## src/rtl/mips_mc_control.sv

```systemverilog
// Multi-cycle MIPS main control FSM.
// Sequences fetch / decode / execute / memory / writeback for the subset
// R-type (add, sub, and, or, nor, slt), lw, sw, beq, addi and j.  It drives
// the ALU operation code and operand selects and consumes the ALU zero flag
// for beq.
//
// Memory handshake: in FETCH, MEMRD and MEMWR the request (mem_read or
// mem_write) is held for as long as the FSM stays in that state.  The access
// completes in the cycle where mem_ready is 1, and the FSM leaves the state on
// the following rising edge.  mem_ready is ignored in every other state.
//
// The current state code is exported on state_out for debug and checkers.
module mips_mc_control (
    input  logic       clk,
    input  logic       reset,
    input  logic [5:0] opcode,
    input  logic [5:0] funct,
    input  logic       zero,
    input  logic       mem_ready,
    output logic       pc_en,
    output logic       iord,
    output logic       mem_read,
    output logic       mem_write,
    output logic       ir_write,
    output logic       reg_dst,
    output logic       mem_to_reg,
    output logic       reg_write,
    output logic       alu_src_a,
    output logic [1:0] alu_src_b,
    output logic [1:0] pc_src,
    output logic [3:0] alu_control,
    output logic [3:0] state_out,
    output logic       illegal
);

    // Opcodes of the supported instruction subset
    localparam logic [5:0] OP_RTYPE = 6'h00;
    localparam logic [5:0] OP_J     = 6'h02;
    localparam logic [5:0] OP_BEQ   = 6'h04;
    localparam logic [5:0] OP_ADDI  = 6'h08;
    localparam logic [5:0] OP_LW    = 6'h23;
    localparam logic [5:0] OP_SW    = 6'h2B;

    // R-type function codes
    localparam logic [5:0] FN_ADD = 6'h20;
    localparam logic [5:0] FN_SUB = 6'h22;
    localparam logic [5:0] FN_AND = 6'h24;
    localparam logic [5:0] FN_OR  = 6'h25;
    localparam logic [5:0] FN_NOR = 6'h27;
    localparam logic [5:0] FN_SLT = 6'h2A;

    // ALU operation codes understood by the datapath ALU
    localparam logic [3:0] ALU_AND = 4'd0;
    localparam logic [3:0] ALU_OR  = 4'd1;
    localparam logic [3:0] ALU_ADD = 4'd2;
    localparam logic [3:0] ALU_SUB = 4'd6;
    localparam logic [3:0] ALU_SLT = 4'd7;
    localparam logic [3:0] ALU_NOR = 4'd12;

    // ALU operand B selects
    localparam logic [1:0] SRCB_REG   = 2'b00;
    localparam logic [1:0] SRCB_FOUR  = 2'b01;
    localparam logic [1:0] SRCB_IMM   = 2'b10;
    localparam logic [1:0] SRCB_IMMSH = 2'b11;

    // Next-PC selects
    localparam logic [1:0] PCSRC_ALU  = 2'b00;
    localparam logic [1:0] PCSRC_OUT  = 2'b01;
    localparam logic [1:0] PCSRC_JUMP = 2'b10;

    typedef enum logic [3:0] {
        S_RESET  = 4'd0,
        S_FETCH  = 4'd1,
        S_DECODE = 4'd2,
        S_MEMADR = 4'd3,
        S_MEMRD  = 4'd4,
        S_MEMWB  = 4'd5,
        S_MEMWR  = 4'd6,
        S_EXEC   = 4'd7,
        S_ALUWB  = 4'd8,
        S_BRANCH = 4'd9,
        S_ADDIEX = 4'd10,
        S_ADDIWB = 4'd11,
        S_JUMP   = 4'd12
    } state_t;

    state_t     r_state;
    state_t     w_next;
    logic       w_funct_ok;
    logic [3:0] w_funct_alu;

    // State register; reset takes effect immediately, even mid-access
    always_ff @(posedge clk or posedge reset) begin
        if (reset) begin
            r_state <= S_RESET;
        end else begin
            r_state <= w_next;
        end
    end

    // R-type funct decode: supported flag and matching ALU operation
    always_comb begin
        w_funct_ok  = 1'b1;
        w_funct_alu = ALU_AND;
        case (funct)
            FN_ADD:  w_funct_alu = ALU_ADD;
            FN_SUB:  w_funct_alu = ALU_SUB;
            FN_AND:  w_funct_alu = ALU_AND;
            FN_OR:   w_funct_alu = ALU_OR;
            FN_NOR:  w_funct_alu = ALU_NOR;
            FN_SLT:  w_funct_alu = ALU_SLT;
            default: w_funct_ok  = 1'b0;
        endcase
    end

    // Next-state and control output decode
    always_comb begin
        w_next      = S_FETCH;
        pc_en       = 1'b0;
        iord        = 1'b0;
        mem_read    = 1'b0;
        mem_write   = 1'b0;
        ir_write    = 1'b0;
        reg_dst     = 1'b0;
        mem_to_reg  = 1'b0;
        reg_write   = 1'b0;
        alu_src_a   = 1'b0;
        alu_src_b   = SRCB_REG;
        pc_src      = PCSRC_ALU;
        alu_control = ALU_AND;
        illegal     = 1'b0;

        case (r_state)
            S_RESET: begin
                w_next = S_FETCH;
            end

            // Instruction read while the ALU computes PC + 4; the IR and
            // PC load together in the cycle the memory completes.
            S_FETCH: begin
                mem_read    = 1'b1;
                iord        = 1'b0;
                alu_src_a   = 1'b0;
                alu_src_b   = SRCB_FOUR;
                alu_control = ALU_ADD;
                pc_src      = PCSRC_ALU;
                ir_write    = mem_ready;
                pc_en       = mem_ready;
                w_next      = mem_ready ? S_DECODE : S_FETCH;
            end

            // Speculatively compute the branch target into ALUOut
            S_DECODE: begin
                alu_src_a   = 1'b0;
                alu_src_b   = SRCB_IMMSH;
                alu_control = ALU_ADD;
                case (opcode)
                    OP_RTYPE: begin
                        if (w_funct_ok) begin
                            w_next = S_EXEC;
                        end else begin
                            illegal = 1'b1;
                            w_next  = S_FETCH;
                        end
                    end
                    OP_LW, OP_SW: w_next = S_MEMADR;
                    OP_BEQ:       w_next = S_BRANCH;
                    OP_ADDI:      w_next = S_ADDIEX;
                    OP_J:         w_next = S_JUMP;
                    default: begin
                        illegal = 1'b1;
                        w_next  = S_FETCH;
                    end
                endcase
            end

            // Effective address = A + sign-extended offset
            S_MEMADR: begin
                alu_src_a   = 1'b1;
                alu_src_b   = SRCB_IMM;
                alu_control = ALU_ADD;
                w_next      = (opcode == OP_SW) ? S_MEMWR : S_MEMRD;
            end

            S_MEMRD: begin
                iord     = 1'b1;
                mem_read = 1'b1;
                w_next   = mem_ready ? S_MEMWB : S_MEMRD;
            end

            S_MEMWB: begin
                reg_write  = 1'b1;
                mem_to_reg = 1'b1;
                reg_dst    = 1'b0;
                w_next     = S_FETCH;
            end

            S_MEMWR: begin
                iord      = 1'b1;
                mem_write = 1'b1;
                w_next    = mem_ready ? S_FETCH : S_MEMWR;
            end

            S_EXEC: begin
                alu_src_a   = 1'b1;
                alu_src_b   = SRCB_REG;
                alu_control = w_funct_alu;
                w_next      = S_ALUWB;
            end

            S_ALUWB: begin
                reg_write  = 1'b1;
                reg_dst    = 1'b1;
                mem_to_reg = 1'b0;
                w_next     = S_FETCH;
            end

            // Compare A and B; take the target held in ALUOut when equal
            S_BRANCH: begin
                alu_src_a   = 1'b1;
                alu_src_b   = SRCB_REG;
                alu_control = ALU_SUB;
                pc_src      = PCSRC_OUT;
                pc_en       = zero;
                w_next      = S_FETCH;
            end

            S_ADDIEX: begin
                alu_src_a   = 1'b1;
                alu_src_b   = SRCB_IMM;
                alu_control = ALU_ADD;
                w_next      = S_ADDIWB;
            end

            S_ADDIWB: begin
                reg_write  = 1'b1;
                reg_dst    = 1'b0;
                mem_to_reg = 1'b0;
                w_next     = S_FETCH;
            end

            S_JUMP: begin
                pc_src = PCSRC_JUMP;
                pc_en  = 1'b1;
                w_next = S_FETCH;
            end

            // Unused codes 13-15 recover to FETCH with all outputs idle
            default: begin
                w_next = S_FETCH;
            end
        endcase
    end

    assign state_out = r_state;

endmodule

```

## config.mk

```make
export PLATFORM = sky130hd
export DESIGN_NAME = mips_mc_control
export DESIGN_NICKNAME = d
export VERILOG_FILES = /design/src/rtl/mips_mc_control.sv
export SDC_FILE = /design/constraint.sdc
export NUM_CORES = 1
export LEC_CHECK = 0
export BUFFER_PORTS_ARGS = -buffer_cell sky130_fd_sc_hd__buf_4
export CORE_MARGIN = 8
export CORE_UTILIZATION = 43
export DETAILED_ROUTE_END_ITERATION = 16
export PLACE_DENSITY = 0.79
export SLEW_MARGIN = 25
export SYNTH_ARGS = -nofsm -noshare
export SYNTH_HDL_FRONTEND = slang
export SYNTH_SLANG_ARGS = --single-unit
```

## constraint.sdc

```tcl
create_clock -name clk -period 1.8 [get_ports clk]
set_clock_uncertainty 0.1 [all_clocks]
set_input_delay 0.09 -clock clk [delete_from_list [all_inputs] [get_ports clk]]
set_output_delay 0.09 -clock clk [all_outputs]
set_load 0.005 [all_outputs]
```

==> flow_summary.json, run 1 <==
{
  "cp_top_family": "simple AND/OR/NAND/NOR gates",
  "power.density_nw_per_um2": 1030,
  "cp_slowest_cell": "or4b_4",
  "wl_per_cell_um": 14.9,
  "clock-sinks": 4,
  "tightestPinTransition_ns": 0.292,
  "synthTopCellsByArea": "dfrtp_1 (15%), nor2_1 (5.1%), buf_2 (4.5%)",
  "grt_max_degree": 15,
  "synthFlopType": "dfrtp_1",
  "overflow": 0,
  "avgSynthCellArea_sq_um": 6.98,
  "ys_seq_elements": 4,
  "first_pass_iters": 4,
  "hold_path_class": "in2reg",
  "ios": 38,
  "core_area_sq_um": 1470,
  "die-height_um": 55.3,
  "grt_pass1_wl_um": 3740,
  "vias": 879,
  "most-common-layout-cells": "buf_4 (40), nor2_1 (9), nand2_1 (8), inv_1 (6), nor3_1 (6)",
  "antenna_cells": 0,
  "cp_max_fo": 13,
  "synthesis.instances": 95,
  "die_x_um": 55.3,
  "yosys_warnings": 0,
  "drive_above_1_share": 0.397,
  "rows": 14,
  "drcViolationCount": 0,
  "nets": 149,
  "hold_violations": 0,
  "critPathRequiredTime_ns": 1.61,
  "yosysTopAreaCell": "dfrtp_1",
  "port_buffers": 37,
  "max_cap_violations": 0,
  "cts_tree": "yes",
  "vdd_drop_max_uv": 465,
  "gp_congestion": 0.900,
  "min_period_ns": 1.76,
  "viasPerCell": 5.98,
  "setup_viol": 0,
  "final_common_cell": "buf_4",
  "crit_arrival_ns": 1.57,
  "synth_area_sq_um": 663,
  "antenna_found_initial": 0,
  "ant_nets": 0,
  "worst_path_largest_cell_delay_ns": 0.57,
  "syn_to_final_growth_pct": 47.5,
  "synth.distinct_cells": 41,
  "grt_pass1_vias": 815,
  "dpl.hpwl_um": 1760,
  "path_cells": "or4b_4, a21oi_1, buf_4",
  "wirelength_um": 2180,
  "syn_nets": 111,
  "ctsHtreeMaxLevel": 1,
  "async_flop_share": 1.00,
  "yosys.area.top_type_share": 0.151,
  "run_status": "finished, final reports clean",
  "period_share": 0.976,
  "criticalPathCategory": "reg2out",
  "hold_depth": 4,
  "synth-edff-count": 0,
  "stdcell_area_sq_um": 978,
  "insertion_delay_ns": 0.23,
  "drv_slew": 0,
  "end_kind": "output port",
  "drtIter0Drc": 22,
  "root_buffer": "clkbuf_4",
  "dieArea_sq_um": 3050,
  "ys_seq_area_frac": 0.151,
  "maxSlewHeadroom": 0.804,
  "grt_usage": 0.139,
  "p_leak_uw": 0.000438,
  "largest_reg_flops": 4,
  "clock.fmax_ghz": 0.569,
  "cts_made_buffers": 3,
  "cts_buffer_depth": 2,
  "start_kind": "register",
  "rsz0062_at_grt": "no",
  "reg2reg_depth": 2,
  "initial_core_util": 0.451,
  "path_depth": 3,
  "setup_tns_ns": 0,
  "clk_pin_slew_ns": 0.03,
  "dpl_cell_area_sq_um": 938,
  "postCtsSetupRepairBufs": 0,
  "worstPathBufferInverterCount": 1
}
repair_timing:
item | CTS | global route
endpoints found under the hold margin | 4 | 0
setup endpoints to repair | 0 | 4
hold buffers | 1 | 0
gates resized for setup | 0 | 4
cell families after synthesis:
| group | after synthesis | share of synthesized area |
|---|---|---|
| buffers and inverters | 14 | 0.102 |
| adders and majority gates | 1 | 0.0151 |
| xor gates and xnor gates | 2 | 0.0264 |
| muxes | 2 | 0.0340 |
| and+or+nand+nor | 42 | 0.351 |
| AOI/OAI and AO/OA | 30 | 0.321 |
| DFF | 4 | 0.151 |
worst register-to-register path: stages, from the launching register on:
cell,delay (ns)
dfrtp_2,0.49
or4b_4,0.57
o32ai_1,0.32
power by group:
part           total (uW)  internal [uW]  switching (uW)
sequential            186            122            64.3
clock                 109           74.4            34.6
combinational         715            373             342
metal layers:
metal / share of wire / up-vias / GRT usage
met4: 0.0064 / 0 / 0.0599
met2: 0.49 / 43 / 0.220
met3: 0.092 / 2 / 0.0457
li1: - / 431 / -
met5: 0 / - / 0
met1: 0.41 / 403 / 0.166
cell usage after synthesis (2+ instances only):
cell type / n
a211oi_1: 2
a21oi_1: 5
a31oi_1: 2
buf_2: 6
dfrtp_1: 4
inv_1: 6
mux2_2: 2
nand2_1: 8
nand2b_1: 4
nand3_1: 2
nand3b_1: 3
nor2_1: 9
nor3_1: 6
nor4_1: 2
o21ai_0: 5
o22ai_1: 2
o32a_1: 2
xor2_1: 2
area by class of cell:
type	instances	area, sq um
multi-input combinational	77	500
fill	143	493
timing repair buffer	41	310
sequential	4	103
clock buffer	3	22.5
inverter	6	22.5
tap	16	20.0
metrics by stage:
step | worst slack (ns) | std cells | hold WS, ns | power, uW | utilization
global placement | 0.242 | 143 | -0.120 | 885 | 0.638
finish | 0.0429 | 147 | 0.117 | 1010 | 0.665
global route | 0.0100 | 147 | 0.154 | 1110 | 0.665
floorplan | 0.326 | 95 | -0.244 | 553 | -
CTS | 0.000483 | 147 | 0.117 | 1010 | 0.660
detailed placement | 0.184 | 143 | -0.116 | 896 | 0.638
final timing paths:
path	startpoint	endpoint	slack [ns]
worst min register to register	state_out[0]$_DFF_PP0_	state_out[2]$_DFF_PP0_	0.55
worst min-delay path	opcode[4]	state_out[1]$_DFF_PP0_	0.12
worst max-delay path	state_out[3]$_DFF_PP0_	illegal	0.04
worst max register to register	state_out[3]$_DFF_PP0_	state_out[2]$_DFF_PP0_	0.20
min in group asynchronous	reset	state_out[0]$_DFF_PP0_	0.19
max in group asynchronous	reset	state_out[1]$_DFF_PP0_	1.24
Note: power is estimated with default switching activity, not from simulation.
==> run 2: changes to the inputs <==
--- a/config.mk
+++ b/config.mk
@@ -10,6 +10,7 @@
 export CORE_UTILIZATION = 43
 export DETAILED_ROUTE_END_ITERATION = 16
 export PLACE_DENSITY = 0.79
+export RECOVER_POWER = 50
 export SLEW_MARGIN = 25
 export SYNTH_ARGS = -nofsm -noshare
 export SYNTH_HDL_FRONTEND = slang
==> run 2 against run 1 <==
Against the previous run: via count up 0.80%; worst hold slack better by 0.00078 ns; final area down 0.38%; flip-flop and latch count unchanged; first-iteration DRC count unchanged; register-to-register slack about the same; total power down 0.85%; global-route usage unchanged; utilization down 0.26 points; clock power about the same; worst setup slack better by 0.0021 ns; critical path type unchanged.
==> flow_summary.json, run 2 (synthesized netlist as in run 1, its figures left out) <==
{
  "run_status": "finished, final reports clean",
  "syn_to_final_growth_pct": 47.0,
  "nets": 149,
  "ios": 38,
  "dpl_worst_slack_ns": 0.184,
  "overflow": 0,
  "rows": 14,
  "cp_max_fo": 13,
  "root_buffer": "clkbuf_4",
  "worst-r2r-setup-slack_ns": 0.20,
  "dpl_cell_area_sq_um": 938,
  "min_period_ns": 1.75,
  "critPathRequiredTime_ns": 1.61,
  "drv_slew": 0,
  "core_area_sq_um": 1470,
  "first_pass_iters": 4,
  "ant_nets": 0,
  "grt_pass1_wl_um": 3740,
  "fin_ws_ns": 0.0451,
  "period_share": 0.975,
  "p_leak_uw": 0.000433,
  "dieArea_sq_um": 3050,
  "stdcell_area_sq_um": 975,
  "antenna_cells": 0,
  "vdd_drop_max_uv": 466,
  "insertion_delay_ns": 0.23,
  "start_kind": "register",
  "antenna_found_initial": 0,
  "drcViolationCount": 0,
  "maxSlewHeadroom": 0.804,
  "power.density_nw_per_um2": 1030,
  "end_kind": "output port",
  "grt_pass1_vias": 815,
  "largest_reg_flops": 4,
  "die-height_um": 55.3,
  "final_common_cell": "buf_4",
  "grt_usage": 0.139,
  "setup_viol": 0,
  "final_util": 0.662,
  "clk_pin_slew_ns": 0.03,
  "cts_made_buffers": 3,
  "port_buffers": 37,
  "stdcell_count": 147,
  "initial_core_util": 0.451,
  "hold_path_class": "in2reg",
  "cts_tree": "yes",
  "die_x_um": 55.3,
  "ctsHtreeMaxLevel": 1,
  "dpl.hpwl_um": 1760,
  "most-common-layout-cells": "buf_4 (35), nor2_1 (9), nand2_1 (8), clkbuf_4 (7)",
  "clock-sinks": 4,
  "tightestPinTransition_ns": 0.292,
  "drtIter0Drc": 22,
  "gp_congestion": 0.900,
  "postCtsSetupRepairBufs": 0,
  "crit_arrival_ns": 1.56,
  "wl_per_cell_um": 14.9,
  "wirelength_um": 2190,
  "viasPerCell": 6.03,
  "cts_buffer_depth": 2,
  "grt_max_degree": 15,
  "rsz0062_at_grt": "no",
  "max_cap_violations": 0,
  "criticalPathCategory": "reg2out",
  "hold_violations": 0,
  "vias": 886,
  "drive_above_1_share": 0.389,
  "setup_tns_ns": 0,
  "dp.cells": 143,
  "clock.fmax_ghz": 0.570
}
## run 2: layer usage
| metal | share of wire | track usage | wire length, um | vias up |
|---|---|---|---|---|
| li1 | - | - | - | 430 |
| met1 | 0.41 | 0.166 | 910 | 406 |
| met2 | 0.49 | 0.220 | 1070 | 48 |
| met3 | 0.091 | 0.0457 | 200 | 2 |
| met4 | 0.0064 | 0.0599 | 14 | 0 |
| met5 | 0 | 0 | 0 | - |
## run 2: per-stage QoR
stage / hold slack [ns] / power (uW)
2_1_floorplan: -0.244 / 553
3_3_place_gp: -0.120 / 885
3_5_place_dp: -0.116 / 896
4_1_cts: 0.117 / 1010
5_1_grt: 0.154 / 1090
6_report: 0.118 / 1000
## run 2: power breakdown
| group | internal, uW | switching [uW] |
|---|---|---|
| sequential | 122 | 64.2 |
| combinational | 364 | 343 |
| clock | 74.4 | 34.7 |
## run 2: final timing paths
kind / from / end / cells past startpoint
setup reg to reg: state_out[3]$_DFF_PP0_ / state_out[2]$_DFF_PP0_ / 2
max in group asynchronous: reset / state_out[1]$_DFF_PP0_ / 3
setup / recovery: state_out[3]$_DFF_PP0_ / illegal / 3
hold / removal: opcode[4] / state_out[1]$_DFF_PP0_ / 4
hold reg to reg: state_out[0]$_DFF_PP0_ / state_out[2]$_DFF_PP0_ / 2
min in group asynchronous: reset / state_out[0]$_DFF_PP0_ / 3
## run 2: layout make-up
cell class	count	area [sq um]
Multi-Input combinational cell	77	500
Fill cell	145	497
Timing Repair Buffer	41	307
Sequential cell	4	103
Clock buffer	3	22.5
Inverter	6	22.5
Tap cell	16	20.0
## run 2: what timing repair did
item                                    CTS  global route
hold buffers                              1             0
endpoints found under the setup margin    0             4
endpoints found under the hold margin     4             0
gates resized for setup                   0             4
## run 2: worst max-delay path: stages (launching register included)
cell	delay (ns)
dfrtp_2	0.49
or4b_4	0.57
a21oi_1	0.15
buf_4	0.13
==> run 3: changes to the inputs <==
--- a/config.mk
+++ b/config.mk
@@ -5,10 +5,12 @@
 export SDC_FILE = /design/constraint.sdc
 export NUM_CORES = 1
 export LEC_CHECK = 0
+export ABC_CLOCK_PERIOD_IN_PS = 1800
 export BUFFER_PORTS_ARGS = -buffer_cell sky130_fd_sc_hd__buf_4
 export CORE_MARGIN = 8
 export CORE_UTILIZATION = 43
 export DETAILED_ROUTE_END_ITERATION = 16
+export GPL_TIMING_DRIVEN = 0
 export PLACE_DENSITY = 0.79
 export RECOVER_POWER = 50
 export SLEW_MARGIN = 25
==> run 3 against run 2 <==
Against the previous run: worst setup slack better by 0.0070 ns; register-to-register slack better by 0.05 ns; largest power group unchanged; flip-flop and latch count unchanged; clock power about the same; worst hold slack better by 0.013 ns; first-iteration DRC count up 36%; clock-buffer cell count unchanged; routed wire length up 9.1%; critical path depth up 1.
==> flow_summary.json, run 3 (synthesized netlist as in run 1, its figures left out) <==
{
  "crit_arrival_ns": 1.56,
  "die-height_um": 55.3,
  "drcViolationCount": 0,
  "port_buffers": 34,
  "dpl.hpwl_um": 1810,
  "ctsHtreeMaxLevel": 1,
  "drive_above_1_share": 0.398,
  "criticalPathCategory": "reg2out",
  "vias": 892,
  "min_period_ns": 1.75,
  "comb_power_share": 0.747,
  "setup_tns_ns": 0,
  "cts_made_buffers": 3,
  "worst_path_largest_cell_delay_ns": 0.39,
  "met3_usage": 0.0479,
  "drtIter0Drc": 30,
  "critPathRequiredTime_ns": 1.61,
  "rsz0062_at_grt": "no",
  "hold_path_class": "in2reg",
  "wl_per_cell_um": 16.1,
  "first_pass_iters": 6,
  "dpl_worst_slack_ns": 0.235,
  "wirelength_um": 2390,
  "max_cap_violations": 0,
  "grt_usage": 0.151,
  "root_buffer": "clkbuf_4",
  "insertion_delay_ns": 0.23,
  "antenna_cells": 0,
  "period_share": 0.971,
  "ios": 38,
  "hold_violations": 0,
  "fin_ws_ns": 0.0521,
  "setup_viol": 0,
  "final_common_cell": "buf_4",
  "p_clk_frac": 0.109,
  "die_x_um": 55.3,
  "rows": 14,
  "cts_buffer_depth": 2,
  "initial_core_util": 0.451,
  "ant_nets": 0,
  "vdd_drop_max_uv": 506,
  "most-common-layout-cells": "buf_4 (28), clkbuf_4 (11), nor2_1 (9), nand2_1 (8), inv_1 (6)",
  "p_seq_frac": 0.145,
  "cts_tree": "yes",
  "maxSlewHeadroom": 0.790,
  "swShare": 0.449,
  "grt_use_met1": 0.172,
  "overflow": 0,
  "core_area_sq_um": 1470,
  "tightestPinTransition_ns": 0.313,
  "path_cells": "buf_2, nand3b_1, nor4_1, buf_4",
  "syn_to_final_growth_pct": 51.5,
  "gp_congestion": 0.863,
  "end_kind": "output port",
  "power_uw": 1030,
  "clock.fmax_ghz": 0.572,
  "busiest_layer": "met2",
  "cp_slowest_cell": "dfrtp_1",
  "power_switching_uw": 465,
  "cp_max_fo": 10,
  "dieArea_sq_um": 3050,
  "grt_pass1_vias": 853,
  "p_leak_uw": 0.000456,
  "power.density_nw_per_um2": 1030,
  "clk_pin_slew_ns": 0.04,
  "grt_max_degree": 11,
  "run_status": "finished, final reports clean",
  "drv_slew": 0,
  "use_met2": 0.237,
  "postCtsSetupRepairBufs": 0,
  "p_int_uw": 570,
  "viasPerCell": 5.99,
  "clock-sinks": 4,
  "antenna_found_initial": 0,
  "start_kind": "register",
  "fill_cells": 142,
  "nets": 151,
  "largest_reg_flops": 4,
  "grt_pass1_wl_um": 3970
}
run 3: cell types whose count changed in the layout (fill, tap and decap cells not counted), moves of 2 or more:
cell,delta
buf_2,+4
buf_4,-7
clkbuf_4,+4
dfrtp_1,+2
dfrtp_2,-2
nand2b_2,-2
run 3: path summary, 6_finish.rpt:
check,cells after the start,end,slack (ns),start
setup / recovery,4,alu_control[3],0.05,state_out[3]$_DFF_PP0_
hold / removal,3,state_out[1]$_DFF_PP0_,0.13,mem_ready
setup reg to reg,5,state_out[1]$_DFF_PP0_,0.25,state_out[2]$_DFF_PP0_
hold reg to reg,2,state_out[2]$_DFF_PP0_,0.57,state_out[3]$_DFF_PP0_
max in group asynchronous,3,state_out[0]$_DFF_PP0_,1.24,reset
min in group asynchronous,3,state_out[3]$_DFF_PP0_,0.20,reset
run 3: layout make-up:
type,instances,area (sq um),area share
multi-input cells,77,523,0.521
repair buffers,35,265,0.264
flip-flops and latches,4,100,0.0996
plain buffers,8,51.3,0.0511
clock buffers,3,22.5,0.0224
inverters,6,22.5,0.0224
well taps,16,20.0,0.0199
run 3: timing repair:
action                     4_1_cts  5_1_grt
hold buffers                     1        0
hold endpoints to repair         4        0
resized for setup                2        7
setup endpoints to repair        2        6
run 3: layer usage:
metal  vias up  part of all wire
met3         6             0.085
met5         -                 0
met2        40              0.50
met1       410              0.39
li1        436                 -
met4         0             0.021
run 3: power groups by stage:
stage	logic (uW)	clock network [uW]	registers, uW
3_5_place_dp	739	0	150
6_report	773	112	150
3_3_place_gp	728	0	148
5_1_grt	842	122	155
4_1_cts	749	113	150
2_1_floorplan	405	0	148
run 3: worst max-delay path, delay by kind of cell, from the launching register on:
family / cells / cell delay, ns
buf+inv: 2 / 0.36
flops: 1 / 0.39
simple gates: 2 / 0.57
run 3: through the flow:
step	hold WS [ns]	utilization	cell area (sq um)	std cells
floorplan	-0.244	-	663	95
global placement	-0.122	0.638	938	145
detailed placement	-0.107	0.638	938	145
CTS	0.129	0.666	980	149
global route	0.163	0.683	1000	149
finish	0.131	0.683	1000	149
